**config.mk**
```make
export PLATFORM = sky130hd
export DESIGN_NAME = decoder_rr_arbiter_flat
export DESIGN_NICKNAME = d
export VERILOG_FILES = /design/src/rtl/decoder_rr_arbiter_if.sv /design/src/rtl/decoder_rr_arbiter.sv /design/src/flat_wrapper.sv
export SDC_FILE = /design/constraint.sdc
export NUM_CORES = 1
export LEC_CHECK = 0
export CORE_MARGIN = 5
export CORE_UTILIZATION = 35
export CTS_BUF_LIST = sky130_fd_sc_hd__clkbuf_8
export CTS_CLUSTER_DIAMETER = 200
export CTS_CLUSTER_SIZE = 12
export DETAILED_ROUTE_END_ITERATION = 10
export PLACE_DENSITY = 0.66
export SETUP_SLACK_MARGIN = 0.3
export SLEW_MARGIN = 15
export SYNTH_ARGS = -nofsm -noshare
export SYNTH_HDL_FRONTEND = slang
export SYNTH_SLANG_ARGS = --single-unit
```
**constraint.sdc**
```tcl
create_clock -name clk -period 3.3 [get_ports clk]
set_input_delay 0.33 -clock clk [delete_from_list [all_inputs] [get_ports clk]]
set_output_delay 0.33 -clock clk [all_outputs]
set_load 0.02 [all_outputs]
```
**src/rtl/decoder_rr_arbiter_if.sv**
```systemverilog
// -----------------------------------------------------------------------------
// decoder_rr_arbiter_if
//   Request/grant bundle between the requesters and the round-robin arbiter
//   that owns the shared 3-to-8 select resource.
//
//   Signals
//     req        8  level request, bit k = requester k
//     dis        1  1 = no new grant, current grant released
//     gnt        8  one-hot grant (zero when no grant is active)
//     gnt_idx    3  index of the granted requester
//     gnt_valid  1  a grant is active
//     timeout    1  one-cycle pulse: grant ended by hold-limit expiry
//
//   Modports
//     master  requester side: drives req/dis, observes the grant outputs
//     slave   arbiter side:   observes req/dis, drives the grant outputs
// -----------------------------------------------------------------------------
interface decoder_rr_arbiter_if;
  logic [7:0] req;
  logic       dis;
  logic [7:0] gnt;
  logic [2:0] gnt_idx;
  logic       gnt_valid;
  logic       timeout;

  modport master (
    output req,
    output dis,
    input  gnt,
    input  gnt_idx,
    input  gnt_valid,
    input  timeout
  );

  modport slave (
    input  req,
    input  dis,
    output gnt,
    output gnt_idx,
    output gnt_valid,
    output timeout
  );
endinterface

```
**src/rtl/decoder_rr_arbiter.sv**
```systemverilog
// -----------------------------------------------------------------------------
// decoder_rr_arbiter
//   Round-robin arbiter sharing one 3-to-8 select resource among 8 requesters.
//   A winning index is registered and the one-hot grant is decoded from it.
//   A grant is held while its requester keeps requesting, for at most
//   MAX_HOLD cycles, and is always followed by a one-cycle GAP and at least
//   one IDLE cycle before the next grant.
//
//   Parameters
//     MAX_HOLD  max consecutive cycles one grant may be held (>= 1)
//     CNT_W     hold counter width, must be able to represent MAX_HOLD
//
//   Ports
//     clk   in  rising-edge clock
//     rst   in  asynchronous, active-high reset
//     bus   slave modport of decoder_rr_arbiter_if
//           (req, dis in; gnt, gnt_idx, gnt_valid, timeout out, all registered)
// -----------------------------------------------------------------------------
module decoder_rr_arbiter #(
  parameter int MAX_HOLD = 16,
  parameter int CNT_W    = 5
) (
  input  logic                 clk,
  input  logic                 rst,
  decoder_rr_arbiter_if.slave  bus
);

  typedef enum logic [1:0] {
    ST_IDLE  = 2'd0,
    ST_GRANT = 2'd1,
    ST_GAP   = 2'd2
  } state_t;

  localparam logic [CNT_W-1:0] HOLD_MAX_C = CNT_W'(MAX_HOLD);
  localparam logic [CNT_W-1:0] HOLD_ONE_C = CNT_W'(1);

  // First requesting index in the circular order ptr, ptr+1, ..., ptr+7.
  // Only meaningful when req_v is non-zero; returns ptr_v otherwise.
  function automatic logic [2:0] rr_pick(input logic [7:0] req_v,
                                         input logic [2:0] ptr_v);
    logic [2:0] idx_v;
    logic [2:0] cand_v;
    logic       found_v;
    idx_v   = ptr_v;
    found_v = 1'b0;
    for (int i = 0; i < 8; i++) begin
      cand_v = ptr_v + 3'(i);
      if (!found_v && req_v[cand_v]) begin
        idx_v   = cand_v;
        found_v = 1'b1;
      end else begin
        idx_v   = idx_v;
      end
    end
    return idx_v;
  endfunction

  // 3-to-8 one-hot decode of the winning index.
  function automatic logic [7:0] idx_decode(input logic [2:0] idx_v);
    return 8'd1 << idx_v;
  endfunction

  state_t            state_r,     state_s;
  logic [2:0]        ptr_r,       ptr_s;
  logic [CNT_W-1:0]  hold_cnt_r,  hold_cnt_s;
  logic [2:0]        gnt_idx_r,   gnt_idx_s;
  logic              gnt_valid_r, gnt_valid_s;
  logic [7:0]        gnt_r,       gnt_s;
  logic              timeout_r,   timeout_s;
  logic [2:0]        winner_s;

  assign winner_s = rr_pick(bus.req, ptr_r);

  // Next-state and next-output logic; every register defaults to holding.
  always_comb begin
    state_s     = state_r;
    ptr_s       = ptr_r;
    hold_cnt_s  = hold_cnt_r;
    gnt_idx_s   = gnt_idx_r;
    gnt_valid_s = gnt_valid_r;
    gnt_s       = gnt_r;
    timeout_s   = 1'b0;

    case (state_r)
      ST_IDLE: begin
        if (!bus.dis && (|bus.req)) begin
          state_s     = ST_GRANT;
          gnt_idx_s   = winner_s;
          gnt_valid_s = 1'b1;
          gnt_s       = idx_decode(winner_s);
          hold_cnt_s  = HOLD_ONE_C;
        end else begin
          state_s     = ST_IDLE;
          gnt_valid_s = 1'b0;
          gnt_s       = 8'd0;
        end
      end

      ST_GRANT: begin
        // Release checks in priority order: dis, request drop, hold expiry.
        // Only an expiry with the request still present flags timeout.
        if (bus.dis || !bus.req[gnt_idx_r] || (hold_cnt_r == HOLD_MAX_C)) begin
          state_s     = ST_GAP;
          gnt_valid_s = 1'b0;
          gnt_s       = 8'd0;
          ptr_s       = gnt_idx_r + 3'd1;
          timeout_s   = !bus.dis && bus.req[gnt_idx_r];
        end else begin
          state_s     = ST_GRANT;
          hold_cnt_s  = hold_cnt_r + HOLD_ONE_C;
        end
      end

      ST_GAP: begin
        // Exactly one cycle; dis and req have no influence here.
        state_s     = ST_IDLE;
        gnt_valid_s = 1'b0;
        gnt_s       = 8'd0;
      end

      default: begin
        // Unreachable encoding: fall back to a safe, grant-free IDLE.
        state_s     = ST_IDLE;
        gnt_valid_s = 1'b0;
        gnt_s       = 8'd0;
        hold_cnt_s  = {CNT_W{1'b0}};
      end
    endcase
  end

  // State and registered outputs; asynchronous reset clears everything.
  always_ff @(posedge clk or posedge rst) begin
    if (rst) begin
      state_r     <= ST_IDLE;
      ptr_r       <= 3'd0;
      hold_cnt_r  <= {CNT_W{1'b0}};
      gnt_idx_r   <= 3'd0;
      gnt_valid_r <= 1'b0;
      gnt_r       <= 8'd0;
      timeout_r   <= 1'b0;
    end else begin
      state_r     <= state_s;
      ptr_r       <= ptr_s;
      hold_cnt_r  <= hold_cnt_s;
      gnt_idx_r   <= gnt_idx_s;
      gnt_valid_r <= gnt_valid_s;
      gnt_r       <= gnt_s;
      timeout_r   <= timeout_s;
    end
  end

  assign bus.gnt       = gnt_r;
  assign bus.gnt_idx   = gnt_idx_r;
  assign bus.gnt_valid = gnt_valid_r;
  assign bus.timeout   = timeout_r;

endmodule
```
**src/flat_wrapper.sv**
```systemverilog
// flat-port wrapper written by rule: the top's interface ports become plain ports
module decoder_rr_arbiter_flat 
#(
  parameter int MAX_HOLD = 16,
  parameter int CNT_W    = 5
)
  (clk, rst, bus_req, bus_dis, bus_gnt, bus_gnt_idx, bus_gnt_valid, bus_timeout);
  decoder_rr_arbiter_if bus_i ();
  input  logic clk;
  input  logic rst;
  input wire logic [$bits(bus_i.req)-1:0] bus_req;
  input wire logic [$bits(bus_i.dis)-1:0] bus_dis;
  output wire logic [$bits(bus_i.gnt)-1:0] bus_gnt;
  output wire logic [$bits(bus_i.gnt_idx)-1:0] bus_gnt_idx;
  output wire logic [$bits(bus_i.gnt_valid)-1:0] bus_gnt_valid;
  output wire logic [$bits(bus_i.timeout)-1:0] bus_timeout;
  assign bus_i.req = bus_req;
  assign bus_i.dis = bus_dis;
  assign bus_gnt = bus_i.gnt;
  assign bus_gnt_idx = bus_i.gnt_idx;
  assign bus_gnt_valid = bus_i.gnt_valid;
  assign bus_timeout = bus_i.timeout;
  decoder_rr_arbiter #(.MAX_HOLD(MAX_HOLD), .CNT_W(CNT_W)) u_core (.clk(clk), .rst(rst), .bus(bus_i));
endmodule
```
# Word level (Yosys, flattened, before mapping)
# Cells that the tools add are included.
[totals]
reg_bits = 23
input_bits = 11
output_inout_bits = 13
[op_classes]
n_addsub = 9
magnitude_cmp = 9
eq_ne = 6
n_shift = 1
muxes = 46
n_bitwise = 1
n_reduce_logical = 25
[op_table]
columns = ["cell", "count"]
rows = [
  ["3-bit by 4-bit less-than comparator with 1-bit output (second input constant)", 9],
  ["1-bit binary-select mux with 3-bit select", 9],
  ["1-bit two-way mux", 21],
  ["3-bit two-way mux", 7],
  ["8-bit two-way mux", 2],
  ["8-bit one-hot mux with 2 select lines", 1],
  ["5-bit one-hot mux with 3 select lines", 1],
  ["3-bit adder (second input constant)", 4],
  ["5-bit two-way mux", 2],
  ["1-bit logical AND", 9],
  ["1-bit logical NOT", 9],
  ["8-bit OR reduction", 1],
  ["1-bit by 3-bit left shift with 8-bit output (first input constant)", 1],
  ["3-bit by 1-bit adder with 3-bit output (second input constant)", 2],
  ["3-bit by 2-bit adder with 3-bit output (second input constant)", 2],
  ["5-bit by 1-bit adder with 5-bit output (second input constant)", 1],
  ["5-bit == test (second input constant)", 1],
  ["2-bit by 1-bit inequality test with 1-bit output (second input constant)", 2],
  ["2-bit one-hot mux with 2 select lines", 1],
  ["2-bit AND reduction", 2],
  ["3-bit AND reduction", 1],
  ["2-bit by 1-bit == test with 1-bit output (second input constant)", 1],
  ["2-bit == test (second input constant)", 1],
  ["2-bit logical NOT", 1],
  ["5 further kinds", 6],
]

# Logic depth before layout (Yosys ltp)
# Gate-level depths: netlist of run 1.
[logic_depth]
depth_word = 27
depth_mapped = 12
ltp_nobuf = 9

# Worst setup path before layout of run 1
# Ideal clock, no wire load.
[synth_timing]
kind = "register to register"
startpoint = "register u_core.ptr_r[1]"
endpoint = "register u_core.gnt_idx_r[1] (netlist: u_core.bus.gnt_idx[1])"
setup_time_ps = 128
arrival_ps = 2925
required_ps = 3172
path_slack_ps = 248
path_stages_with_launch = 12
path_buffers = 2
synth_period_minus_slack_ps = 3052
cell_sequence = "dfrtp_1 buf_2 inv_1 ha_1 buf_6 mux2_1 mux4_2 a32oi_4 nand2b_1 o311a_1 a31oi_1 mux2_1"
[synth_via]
elab_chain_cells = 24
[synth_lines]
columns = ["element", "line", "rtl"]
rows = [
  ["start: declaration", "decoder_rr_arbiter.sv:64", "logic [2:0] ptr_r, ptr_s;"],
  ["start signal: assignment", "decoder_rr_arbiter.sv:143", "ptr_r <= ptr_s;"],
  ["parallel branches: the longest is 23 deep, another holds 3-bit by 1-bit adder with 3-bit output", "-", ""],
  ["3-bit two-way mux (*)", "decoder_rr_arbiter.sv:48", "if (!found_v && req_v[cand_v]) begin"],
  ["end signal: assignment", "decoder_rr_arbiter.sv:145", "gnt_idx_r <= gnt_idx_s;"],
  ["end: declaration", "decoder_rr_arbiter.sv:66", "logic [2:0] gnt_idx_r, gnt_idx_s;"],
]
# Mark *: on every way between the ends. The select of a mux whose other input is x is not followed.
# A chain may end at the register's enable or synchronous reset.

# Worst setup path after layout of run 1
[layout_timing]
startpoint = "register u_core.ptr_r[0]"
endpoint = "register u_core.gnt_r[1] (netlist: u_core.bus.gnt[1])"
[layout_via]
elab_chain_cells = 27
[layout_lines]
columns = ["element", "line", "rtl"]
rows = [
  ["parallel branches: the longest is 23 deep, another holds 3-bit by 1-bit adder with 3-bit output", "-", ""],
  ["3-bit two-way mux (*)", "decoder_rr_arbiter.sv:48", ""],
  ["1-bit by 3-bit left shift with 8-bit output (*)", "decoder_rr_arbiter.sv:60", "return 8'd1 << idx_v;"],
  ["8-bit two-way mux (*)", "decoder_rr_arbiter.sv:86", "if (!bus.dis && (|bus.req)) begin"],
  ["8-bit one-hot mux with 2 select lines (*)", "decoder_rr_arbiter.sv:84", "case (state_r)"],
  ["end signal: assignment", "decoder_rr_arbiter.sv:147", "gnt_r <= gnt_s;"],
  ["end: declaration", "decoder_rr_arbiter.sv:68", "logic [7:0] gnt_r, gnt_s;"],
]
# Marks and branches as above.

==> impl_metrics.ini, run 1 <==
[yosys]
synth_edf_count = 0
synth.cell_area_um2 = 2042
synth_compound_area_frac = 0.2163
synthMostInstantiatedCell = dfrtp_1
synth_commonest_cells = dfrtp_1 (23), nand2_1 (21), nor2_1 (15), mux4_2 (11)
synthMuxAreaShare = 0.2163
mappedNetlistNets = 224
yosys.area.top_type = dfrtp_1
yosysSeqAreaShare = 0.2819
synth-xor-area-share = 0.03002
yosys.area.top_type_share = 0.2819
ys_top_cells_by_area = dfrtp_1 (28%), mux4_2 (12%), nand2_1 (3.9%)
ys_ff_latch = 23
synthCells = 208
synth_simple_gate_area_frac = 0.1808
ys_types = 55
synth-main-ff-cell = dfrtp_1
synthAdderAreaFrac = 0.03064
async_flop_share = 1.000
synth_top_family_by_area = compound AO/OA/AOI/OAI gates
avgSynthCellArea_um2 = 9.817
yosys_warnings = 0

[timing]
rsz0062_at_grt = true
fin_tns_setup_ns = 0
setup_viol_count_final = 0
fin_crit_ns = 2.917
final_hold_viol_count = 0
max_freq_mhz = 342.8
tightest_slew_ns = 0.8922
finClkSkew_ns = 0.006872
slew_violations = 0
fin_crit_sh = 0.8839
hold_slack_ns = 0.4890
max-slew-margin-rel = 0.4046
worst_slack_ns = 0.3831

[flow_run]
maxCapViolations = 0

[grt]
grt_first_pass_wirelength_mm = 8.507
grt_overflow = 0
track_usage = 0.1374
grt_pass1_vias = 1805
antenna_found_initial = 0
grt_max_degree = 24

[placement]
io_buffer_count = 23
place_ws_ns = 0.1316
dp_hpwl_mm = 3.715
gp_congestion = 0.8549

[setup_path]
crit_path_start_kind = flip-flop
critPathCapture = u_core.bus.gnt[1]
r2r_end = u_core.bus.gnt[1]
worst_r2r_path_depth = 10
crit_path_end_kind = flip-flop
crit_type = flip-flop to flip-flop
rr_startpoint = u_core.ptr_r[0]
startpoint = u_core.ptr_r[0]
crit_arrival_ns = 3.08
required_ns = 3.46
cp_max_fo = 8
regToRegSetupSlack_ns = 0.38

[layout]
diodes = 0
fin_nets = 254
drive_gt1_frac = 0.2321
postLayoutCoreUtil = 0.4521
synthToLayoutAreaGrowth_pct = 23.41

[floorplan]
die_w_um = 86.38
ioPinCount = 24
initial_core_util = 0.3663
coreArea_um2 = 5574
dieArea_um2 = 7462
rows = 27
die_y_um = 86.38

[min_path]
hp-class = flip-flop to flip-flop

[clock_tree]
cts_buffer_depth = 2
htreeDepth = 1
cts_tree = done
clk_pin_slew_worst_paths_ns = 0.09
cts.sinks = 23
clk_latency_ns = 0.26
cts-root-buf = clkbuf_8
cts_buffers = 3

[drt]
drc = 0
postRouteAntennaNets = 0
wl_per_cell_um = 16.28
viasPerCell = 5.696
drt_iter0_drc = 120
vias = 1760
dr.pass1.iters = 4
routed_wl_mm = 5.029

[status]
status = finished clean
final cells by class:
cell class                 count  area (µm²)
tap                           72       90.09
clock buffer                   3       41.29
timing repair buffer          34       312.8
clock inverter                 1       5.005
multi-input combinational    166        1458
fill                         543        3054
sequential                    23       575.6
inverter                      10       37.54
how the worst min path moves through the flow:
stage / from / to / slack (ns) / depth (start not counted)
after floorplan: rst / u_core.bus.gnt[0] / 0.33 / 1
after global placement: u_core.bus.gnt_valid / u_core.bus.gnt_valid / 0.47 / 1
after detailed placement: u_core.bus.gnt_valid / u_core.bus.gnt_valid / 0.47 / 1
after CTS: u_core.bus.gnt[3] / u_core.bus.gnt[3] / 0.49 / 2
after global routing: u_core.bus.gnt[2] / u_core.bus.gnt[2] / 0.52 / 2
final: u_core.bus.gnt[2] / u_core.bus.gnt[2] / 0.49 / 2
worst max-delay path, cell delays in order (launching register included):
cell and delay (ns):
dfrtp_1 0.35, inv_1 0.07, ha_4 0.33, mux2_1 0.33, mux4_2 0.56, a32oi_4 0.26
buf_4 0.18, and3_1 0.19, nand3_1 0.08, nor3b_2 0.21, o31ai_1 0.26
sequential cells by signal, summed over array words and instances (netlist names):
signal / flops
u_core.hold_cnt_r: 5
u_core.bus.gnt: 8
u_core.ptr_r: 3
u_core.bus.gnt_valid: 1
u_core.bus.timeout: 1
u_core.bus.gnt_idx: 3
u_core.state_r: 2
metal layers:
metal | share of wire | vias up | wire (µm) | track usage
li1 | - | 851 | - | -
met2 | 0.49 | 33 | 2446 | 0.2316
met3 | 0.029 | 8 | 148 | 0.01521
met4 | 0.015 | 0 | 74 | 0.03399
met1 | 0.47 | 868 | 2360 | 0.1878
met5 | 0 | - | 0 | 0
per-stage QoR:
step,std cells,area [µm²]
2_1_floorplan,208,2047
3_3_place_gp,302,2370
3_5_place_dp,302,2370
4_1_cts,306,2441
5_1_grt,309,2520
6_report,309,2520
placed cells by master (no fill, tap or decap), types with 2 or more instances in the layout:
cell / instances
clkdlybuf4s50_1: 23
dfrtp_1: 23
nand2_1: 21
nor2_1: 15
mux4_2: 11
buf_4: 11
inv_1: 9
nor2b_1: 8
o21ai_0: 7
o31ai_1: 7
mux2i_1: 6
mux2_2: 5
a21oi_1: 5
xor2_1: 4
a211oi_1: 4
a2bb2oi_1: 4
ha_1: 4
nand2b_1: 3
mux2_1: 3
or2_2: 3
xnor2_1: 3
and3_1: 3
nor3_1: 3
nand4_1: 3
clkbuf_8: 3
mux2_4: 2
o2bb2a_1: 2
a211o_1: 2
nor4_1: 2
nand3_1: 2
nor4bb_1: 2
o31ai_2: 2
a21o_1: 2
kinds of logic (layout without fill, tap and decap cells):
group	after synthesis	count (layout)
buffers and inverters	19	48
multiplexers	28	28
adder cells (fa/ha/maj)	5	5
XOR/XNOR	7	7
AO/OA/AOI/OAI	56	56
flip-flops	23	23
AND/OR/NAND/NOR	70	70
what timing repair did:
action / in CTS / in global routing
endpoints found under the setup margin: 9 / 9
resized for setup: 4 / 12
pin swaps: 0 / 4
setup buffers: 0 / 3
hold buffers: 0 / 0
endpoints found under the hold margin: 0 / 0
Power of run 1 is not shown: default switching activity piles up to over one toggle a cycle in this logic, so the estimate is an artifact.
==> run 2: changes to the inputs <==
- CORE_ASPECT_RATIO: default -> 1.5
==> run 2 against run 1 <==
Via count is 0.68% higher. Design area is 1.5% lower. Register-to-register slack hardly changed. Critical endpoint is now u_core.bus.gnt[3]. Largest cell class unchanged. Highest routed layer unchanged.
==> impl_metrics.ini, run 2 (same netlist as run 1, synthesis figures left out) <==
[status]
status = finished clean

[floorplan]
die_y_um = 103.6
ioPinCount = 24
dieArea_um2 = 7493
coreArea_um2 = 5743
die_w_um = 72.37
rows = 34
initial_core_util = 0.3556

[min_path]
hp-class = flip-flop to flip-flop
whs_path_depth = 2
worstHoldStart = u_core.bus.gnt[2]
hold-path-endpoint = u_core.bus.gnt[2]

[clock_tree]
cts-root-buf = clkbuf_8
htreeDepth = 1
clk_pin_slew_worst_paths_ns = 0.08
cts.sinks = 23
cts_buffers = 3
cts_tree = done
clk_latency_ns = 0.26
cts_buffer_depth = 2

[timing]
tightest_slew_ns = 0.8466
max-slew-margin-rel = 0.4350
finClkSkew_ns = 0.008018
worst_slack_ns = 0.3787
fin_crit_sh = 0.8852
setup_viol_count_final = 0
max_freq_mhz = 342.3
slew_violations = 0
fin_crit_ns = 2.921
fin_tns_setup_ns = 0
rsz0062_at_grt = true
final_hold_viol_count = 0

[layout]
postLayoutCoreUtil = 0.4322
multi_input_area_um2 = 1436
regArea_um2 = 575.6
num-fill-cells = 556
fin_nets = 252
drive_gt1_frac = 0.2170
largest_reg_flops = 8
synthToLayoutAreaGrowth_pct = 21.57
diodes = 0
final_cell_mix = clkdlybuf4s50_1 (23), dfrtp_1 (23), nand2_1 (21)

[setup_path]
crit_path_end_kind = flip-flop
cp_cell_sequence = inv_1, ha_4, mux2_1, mux4_2, a32oi_4, nand2_1, a211o_1, a31o_2, o31ai_1
crit_type = flip-flop to flip-flop
cp_max_fo = 7
required_ns = 3.47
rr_startpoint = u_core.ptr_r[1]
worst_r2r_path_depth = 9
path_buf_inv = 1
regToRegSetupSlack_ns = 0.38
r2r_end = u_core.bus.gnt[3]
crit_arrival_ns = 3.09
crit_slowest_cell = mux4_2
cp_slowest_stage_delay_ns = 0.58
crit_path_start_kind = flip-flop
path_delay_family = compound AO/OA/AOI/OAI gates

[grt]
grt_overflow = 0
antenna_found_initial = 0
grt_max_degree = 24
track_usage = 0.1413
met2_usage = 0.2510
globalRouteMet3Util = 0.006783
gr-usage-met1 = 0.1600
grt_first_pass_wirelength_mm = 8.645
busiest_layer = met2
grt_pass1_vias = 1826

[placement]
dp_hpwl_mm = 4.008
io_buffer_count = 23
place_ws_ns = 0.1839
gp_congestion = 0.9245

[drt]
drt_iter0_drc = 53
viasPerCell = 5.772
drc = 0
vias = 1772
dr.pass1.iters = 4
postRouteAntennaNets = 0
wl_per_cell_um = 16.41
routed_wl_mm = 5.039

[flow_run]
maxCapViolations = 0
## run 2: cell count changes in the layout (fill, tap and decap cells not counted), sizes merged
cell,change
clkinv,-1
buf,-2
inv,+1
## run 2: worst max path at each step
stage	slack, ns	cells after the start	to	from
global placement	0.20	8	u_core.bus.gnt[5]	bus_req[3]
finish	0.38	9	u_core.bus.gnt[3]	u_core.ptr_r[1]
global route	0.24	10	u_core.bus.gnt[1]	u_core.ptr_r[1]
detailed placement	0.18	8	u_core.bus.gnt[4]	bus_req[3]
CTS	0.36	9	u_core.bus.gnt[7]	u_core.ptr_r[1]
floorplan	0.30	11	u_core.bus.gnt[0]	u_core.ptr_r[1]
## run 2: area by class of cell
cell class	instances	share of cell area
clock inverter	1	0.001512
timing repair buffer	32	0.1200
tap	72	0.03629
multi-input combinational	166	0.5786
clock buffer	3	0.01663
inverter	10	0.01512
sequential	23	0.2319
## run 2: layer usage
metal  up-vias  share of wire
met2        35           0.55
met1       869           0.39
met3        18          0.013
met5         -              0
met4         0          0.052
li1        850              -
## run 2: timing repair
action	CTS	global route
resized for setup	4	8
endpoints found under the setup margin	11	10
setup buffers	0	2
pin swaps	0	3
hold buffers	0	0
## run 2: stage by stage
step	hold WS [ns]	area [µm²]	instances
2_1_floorplan	0.3319	2047	208
3_3_place_gp	0.4683	2362	301
3_5_place_dp	0.4646	2362	301
4_1_cts	0.4882	2432	305
5_1_grt	0.5240	2482	307
6_report	0.4826	2482	307
## run 2: tightest hold or removal path: stages, from the launching register on
cell	delay [ns]
dfrtp_1	0.35
nand2_1	0.05
o31ai_1	0.05
Power of run 2 is left out for the same reason.
==> run 3: changes to the inputs <==
- DONT_BUFFER_PORTS: default -> 1
- PLACE_DENSITY: 0.66 -> 0.61
==> run 3 against run 2 <==
Setup slack got worse by 0.048 ns. Largest cell class unchanged. Clock-buffer cell count unchanged. First-iteration DRC count decreased by 34%. Sequential share of layout area increased by 1.4 points. Clock skew decreased by 0.0038 ns. Via count decreased by 2.4%. Critical path depth increased by 1. Sequential cell count unchanged. Die area unchanged. Register-to-register slack got worse by 0.05 ns. Hold slack got worse by 0.35 ns. Global-route usage increased by 0.29 points.
==> impl_metrics.ini, run 3 (same netlist as run 1, synthesis figures left out) <==
[clock_tree]
cts_buffers = 3
cts-root-buf = clkbuf_8
cts_tree = done
cts_buffer_depth = 2
clk_pin_slew_worst_paths_ns = 0.08
cts.sinks = 23
ctsHoldBuffers = 0
clk_latency_ns = 0.26
htreeDepth = 1

[drt]
routed_wl_mm = 5.241
drc = 0
wl_per_cell_um = 18.13
vias = 1730
drt_iter0_drc = 35
dr.pass1.iters = 4
viasPerCell = 5.986
postRouteAntennaNets = 0

[grt]
antenna_found_initial = 0
grt_first_pass_wirelength_mm = 8.756
grt_pass1_vias = 1781
grt_overflow = 0
track_usage = 0.1442
grt_max_degree = 24

[layout]
num-fill-cells = 557
diodes = 0
multi_input_area_um2 = 1488
drive_gt1_frac = 0.3041
largest_reg_flops = 8
finalNonFillerCells = 289
final_cell_mix = dfrtp_1 (23), nand2_1 (21), nor2_1 (14), buf_4 (14), mux4_2 (11)
fin_nets = 234
regArea_um2 = 575.6
final_common_cell = dfrtp_1
postLayoutCoreUtil = 0.4078
synthToLayoutAreaGrowth_pct = 14.71

[setup_path]
crit_type = flip-flop to flip-flop
crit_slowest_cell = mux4_2
r2r_end = u_core.bus.gnt[1]
cp_slowest_stage_delay_ns = 0.56
regToRegSetupSlack_ns = 0.33
required_ns = 3.44
rr_startpoint = u_core.ptr_r[1]
crit_path_start_kind = flip-flop
worst_r2r_path_depth = 10
crit_path_end_kind = flip-flop
cp_cell_sequence = inv_2, ha_4, mux2_4, mux4_2, a32oi_4, nand2_1, a211o_1, buf_4, a31oi_4, o31ai_1
cp_max_fo = 8
crit_arrival_ns = 3.11

[floorplan]
die_w_um = 72.37
dieArea_um2 = 7493
ioPinCount = 24
coreArea_um2 = 5743
initial_core_util = 0.3556
rows = 34
die_y_um = 103.6

[placement]
place_ws_ns = 0.1554
placedCellCount = 279
gp_congestion = 0.8154
io_buffer_count = 0
dp_hpwl_mm = 4.010

[timing]
fin_tns_setup_ns = 0
fin_crit_ns = 2.969
setup_viol_count_final = 0
fin_crit_sh = 0.8997
worst_slack_ns = 0.3310
max-slew-margin-rel = 0.4239
finClkSkew_ns = 0.004173
tightest_slew_ns = 0.8633
max_freq_mhz = 336.8
final_hold_viol_count = 0
rsz0062_at_grt = true
slew_violations = 0

[flow_run]
maxCapViolations = 0

[status]
status = finished clean

[min_path]
hp-class = input port to async pin
run 3: layer usage:
metal / global-route usage / routed length, µm
met4: 0.06317 / 189
met5: 0 / 0
met1: 0.1519 / 1873
met2: 0.2725 / 3013
met3: 0.01841 / 163
run 3: worst max-delay path by stage:
| stage | from | end | slack, ns | cells after the start |
|---|---|---|---|---|
| finish | u_core.ptr_r[1] | u_core.bus.gnt[1] | 0.33 | 10 |
| global route | u_core.ptr_r[0] | u_core.bus.gnt[0] | 0.23 | 10 |
| CTS | u_core.ptr_r[1] | u_core.bus.gnt[6] | 0.34 | 9 |
| detailed placement | u_core.ptr_r[1] | u_core.bus.gnt[4] | 0.16 | 9 |
| global placement | u_core.ptr_r[1] | u_core.bus.gnt[4] | 0.26 | 9 |
| floorplan | u_core.ptr_r[1] | u_core.bus.gnt[0] | 0.30 | 11 |
run 3: what timing repair did:
action                                  CTS  global route
endpoints found under the setup margin   11            11
buffers inserted                          0             6
pin swaps                                 0             9
gates resized for setup                   4            19
run 3: layout make-up:
class,instances,area share
clock inverter,1,0.002137
multi-input combinational,166,0.6351
clock buffer,3,0.01763
tap,72,0.03846
sequential,23,0.2457
inverter,10,0.01603
timing repair buffer,14,0.04487
run 3: metrics by stage:
stage / cell area, µm² / hold slack [ns]
global route: 2342 / 0.1224
floorplan: 2047 / 0.3319
finish: 2342 / 0.1289
global placement: 2140 / 0.4215
CTS: 2210 / 0.1405
detailed placement: 2140 / 0.4255
run 3: worst max-delay path: cells and delay by family, from the launching register on:
| family | cells | cell delay (ns) |
|---|---|---|
| and+or+nand+nor | 1 | 0.08 |
| buffers and inverters | 2 | 0.21 |
| adders and majority gates | 1 | 0.33 |
| muxes | 2 | 0.89 |
| DFF | 1 | 0.37 |
| AOI/OAI and AO/OA | 4 | 0.95 |
Power of run 3 is left out for the same reason.
